`config.mk`:
```
export PLATFORM = sky130hd
export DESIGN_NAME = booth_radix4_mul
export DESIGN_NICKNAME = d
export VERILOG_FILES = /design/src/rtl/booth_radix4_mul.sv
export SDC_FILE = /design/constraint.sdc
export NUM_CORES = 1
export LEC_CHECK = 0
export ABC_AREA = 1
export BUFFER_PORTS_ARGS = -buffer_cell sky130_fd_sc_hd__buf_4
export CORE_ASPECT_RATIO = 1.2
export CORE_MARGIN = 2
export CORE_UTILIZATION = 43
export CTS_CLUSTER_SIZE = 16
export DETAILED_ROUTE_END_ITERATION = 10
export PLACE_DENSITY = 0.63
export SKIP_CTS_REPAIR_TIMING = 1
export SYNTH_ARGS = -nofsm -noshare
export SYNTH_HDL_FRONTEND = slang
export SYNTH_SLANG_ARGS = --single-unit
```
`constraint.sdc`:
```
create_clock -name clock -period 10.83 [get_ports clock]
set_input_delay 2.166 -clock clock [delete_from_list [all_inputs] [get_ports clock]]
set_output_delay 2.166 -clock clock [all_outputs]
set_load 0.1 [all_outputs]
```
`src/rtl/booth_radix4_mul.sv`:
```
// booth_radix4_mul: sequential radix-4 (modified Booth) multiplier.
// Retires two multiplier bits per clock; signed or unsigned operands.
module booth_radix4_mul #(
  parameter int WIDTH = 24
) (
  input  logic               clock,
  input  logic               reset,
  input  logic               start,
  input  logic               signed_mode,
  input  logic [WIDTH-1:0]   x,
  input  logic [WIDTH-1:0]   y,
  output logic               busy,
  output logic               done,
  output logic [2*WIDTH-1:0] result
);
  localparam int EW = WIDTH + 2;
  localparam int AW = WIDTH + 4;
  localparam int N  = WIDTH / 2 + 1;
  localparam int CW = $clog2(N + 1);

  localparam logic [1:0] S_IDLE = 2'd0;
  localparam logic [1:0] S_CALC = 2'd1;
  localparam logic [1:0] S_DONE = 2'd2;

  logic [1:0]         state_q, state_d;
  logic [EW-1:0]      m_q, m_d;
  logic [EW-1:0]      q_q, q_d;
  logic               qm1_q, qm1_d;
  logic [AW-1:0]      acc_q, acc_d;
  logic [CW-1:0]      cnt_q, cnt_d;
  logic               busy_q, busy_d;
  logic               done_q, done_d;
  logic [2*WIDTH-1:0] result_q, result_d;

  logic [AW-1:0] m_ext;
  logic [AW-1:0] addend;
  logic [AW-1:0] sum;
  logic [AW-1:0] acc_sh;
  logic [EW-1:0] q_sh;
  logic [2:0]    digit;

  // Two guard bits on M and two more on ACC keep +-2M and every sum exact.
  always_comb begin
    m_ext = {{(AW-EW){m_q[EW-1]}}, m_q};
    digit = {q_q[1:0], qm1_q};
    case (digit)
      3'b001, 3'b010: addend = m_ext;
      3'b011:         addend = m_ext << 1;
      3'b100:         addend = -(m_ext << 1);
      3'b101, 3'b110: addend = -m_ext;
      default:        addend = '0;
    endcase
    sum    = acc_q + addend;
    acc_sh = {{2{sum[AW-1]}}, sum[AW-1:2]};
    q_sh   = {sum[1:0], q_q[EW-1:2]};
  end

  always_comb begin
    state_d  = state_q;
    m_d      = m_q;
    q_d      = q_q;
    qm1_d    = qm1_q;
    acc_d    = acc_q;
    cnt_d    = cnt_q;
    done_d   = 1'b0;
    result_d = result_q;
    case (state_q)
      S_IDLE: begin
        if (start) begin
          m_d     = signed_mode ? {{2{y[WIDTH-1]}}, y} : {2'b00, y};
          q_d     = signed_mode ? {{2{x[WIDTH-1]}}, x} : {2'b00, x};
          qm1_d   = 1'b0;
          acc_d   = '0;
          cnt_d   = CW'(N);
          state_d = S_CALC;
        end
      end
      S_CALC: begin
        acc_d = acc_sh;
        q_d   = q_sh;
        qm1_d = q_q[1];
        cnt_d = cnt_q - 1'b1;
        if (cnt_q == CW'(1)) begin
          state_d  = S_DONE;
          done_d   = 1'b1;
          result_d = {acc_sh[WIDTH-3:0], q_sh};
        end
      end
      S_DONE:  state_d = S_IDLE;
      default: state_d = S_IDLE;
    endcase
    busy_d = (state_d != S_IDLE);
  end

  always_ff @(posedge clock or posedge reset) begin
    if (reset) begin
      state_q  <= S_IDLE;
      m_q      <= '0;
      q_q      <= '0;
      qm1_q    <= 1'b0;
      acc_q    <= '0;
      cnt_q    <= '0;
      busy_q   <= 1'b0;
      done_q   <= 1'b0;
      result_q <= '0;
    end else begin
      state_q  <= state_d;
      m_q      <= m_d;
      q_q      <= q_d;
      qm1_q    <= qm1_d;
      acc_q    <= acc_d;
      cnt_q    <= cnt_d;
      busy_q   <= busy_d;
      done_q   <= done_d;
      result_q <= result_d;
    end
  end

  assign busy   = busy_q;
  assign done   = done_q;
  assign result = result_q;
endmodule

```
==> results.cfg <==
[status]
status = completed

[drt]
via_per_inst = 5.21
wirelength_um = 22900
drt_iter0_markers = 525
wl_per_cell_um = 15.7
ant_nets = 0
drtPass1Iterations = 8
dr_total_vias = 7612
drc = 0

[clock_network]
cts_buffers = 17
clkSlewWorstSetupHoldPaths_ns = 0.06
clock_tree.root_cell = clkbuf_16
clock_latency_ns = 0.43
clock_path_buffers = 2
cts_tree = built
cts_max_level = 4
clock_sinks = 134

[sta]
hold-worst-slack_ns = 0.479
finalHoldViolations = 0
timing_worst_slew_pin_value_ns = 1.11
max_freq_ghz = 0.221
fin_crit_sh_pct = 41.8
rsz0062_at_grt = false
fin_skew_ns = 0.00936
maxSlewViolCount = 0
setup_violations = 0
relSlewSlack_pct = 25.9
fin_crit_ns = 4.53
finalSetupTns_ns = 0

[global_routing]
grt.overflow.total = 0
grt_usage_pct = 23.8
antenna_found_initial = 0
grt_pass1_wl_um = 37200
grt_pass1_vias = 7438
grt_max_degree = 78

[min_path]
hp-class = flip-flop to flip-flop

[worst_setup_path]
cp-end-kind = flip-flop
cp_max_fo = 77
cp.required_ns = 11.17
start_kind = input port
arrival_ns = 4.87
path_class = input port to flip-flop

[placed_design]
gp_congestion = 0.964
io_buffer_count = 101
dp_hpwl_um = 16700

[layout]
syn_to_final_growth_pct = 19.9
layout_commonest_cell = nand2_1
num_antenna_cells = 0
final_cell_mix = nand2_1 (347), dfrtp_1 (134), inv_1 (106), buf_4 (104), o21ai_0 (92)
drive_above_1_share_pct = 13.2
nNetsFinal = 1278

[synthesis]
ys_seq_area_share_pct = 41.6
synth-main-ff-cell = dfrtp_1
yosysWarningCount = 0
synth_edf_count = 0
syn_nets = 1192
async_flop_share_pct = 100
avgSynthCellArea_um2 = 7.27
synth-seq-cells = 134
synth_area_um2 = 8060
ys_types = 40
synthCells = 1109

[floorplan]
core.rowCount = 54
core_area_um2 = 18300
die_h_um = 154
dieWidth_um = 129
dieArea_um2 = 19900
start_util_pct = 44.0
pin_count = 102

[run]
cap_violations = 0
-- state kept, by name, summed over array words and instances, names as in the netlist --
signal,count
acc_q,26
state_q,2
q_q,26
done,1
qm1_q,1
result,48
cnt_q,4
m_q,25
busy,1
-- worst max-delay path, cell delays in order --
cell and delay, ns:
buf_4 0.10, nand2_1 0.06, inv_2 0.03, buf_4 0.34
nor2_4 0.78, clkinv_1 0.90, nand2_1 0.27, a21oi_1 0.08
o21ai_0 0.11
-- cell families (layout without fill, tap and decap cells) --
kind of cell | Yosys count | count (layout) | share of synthesized area (%)
XOR/XNOR | 27 | 27 | 2.93
adder cells (fa/ha/maj) | 31 | 31 | 4.90
AO/OA/AOI/OAI | 213 | 213 | 14.6
AND/OR/NAND/NOR | 554 | 554 | 28.9
flip-flops | 134 | 134 | 41.6
buffers and inverters | 150 | 249 | 7.08
-- Yosys cell counts, drive strengths merged (16+ instances only) --
| cell type | number | share of area [%] |
|---|---|---|
| nand2 | 348 | 16 |
| dfrtp | 134 | 42 |
| inv | 112 | 5.2 |
| o21ai | 106 | 6.6 |
| nor2 | 93 | 4.7 |
| nand3 | 71 | 4.6 |
| a21oi | 61 | 3.8 |
| ha | 30 | 4.7 |
| clkbuf | 27 | 1.3 |
| xor2 | 25 | 2.7 |
| nand4 | 20 | 1.6 |
| o22ai | 16 | 1.2 |
-- through the flow --
step	setup slack [ns]	utilization [%]	cells	cell area, µm²
floorplan	5.08	-	1109	8060
global placement	5.83	49.3	1428	9020
detailed placement	5.79	49.3	1428	9020
CTS	6.22	52.8	1460	9670
global route	6.05	52.8	1460	9670
finish	6.30	52.8	1460	9670
-- path summary, 6_finish.rpt --
check | start | end | slack [ns] | depth (start not counted)
worst min register to register | result[3]$_DFFE_PP0P_ | result[3]$_DFFE_PP0P_ | 0.48 | 2
worst max register to register | q_q[0]$_DFFE_PP0P_ | result[39]$_DFFE_PP0P_ | 6.74 | 15
worst min-delay path | result[3]$_DFFE_PP0P_ | result[3]$_DFFE_PP0P_ | 0.48 | 2
min in group asynchronous | reset | result[2]$_DFFE_PP0P_ | 1.81 | 2
worst max-delay path | start | cnt_q[3]$_DFFE_PP0P_ | 6.30 | 9
max in group asynchronous | reset | result[41]$_DFFE_PP0P_ | 7.68 | 3
-- routing by layer --
metal	part of all wire, %	wire [µm]	track usage [%]	up-vias
met5	0	0	0	-
met4	2.1	482	7.92	0
met3	5.1	1170	4.24	32
met2	49	11100	39.7	199
met1	44	10100	31.0	3569
li1	-	-	-	3812
-- layout make-up --
cell class                      instances  area, µm²
Clock buffer                           17        425
Clock inverter                         15        216
Fill cell                            1870       8640
Inverter                              113        429
Multi-Input combinational cell        825       4150
Sequential cell                       134       3350
Tap cell                              252        315
Timing Repair Buffer                  104        781
Power is not shown: default switching activity piles up to over one toggle a cycle in this logic, so the estimate is an artifact.
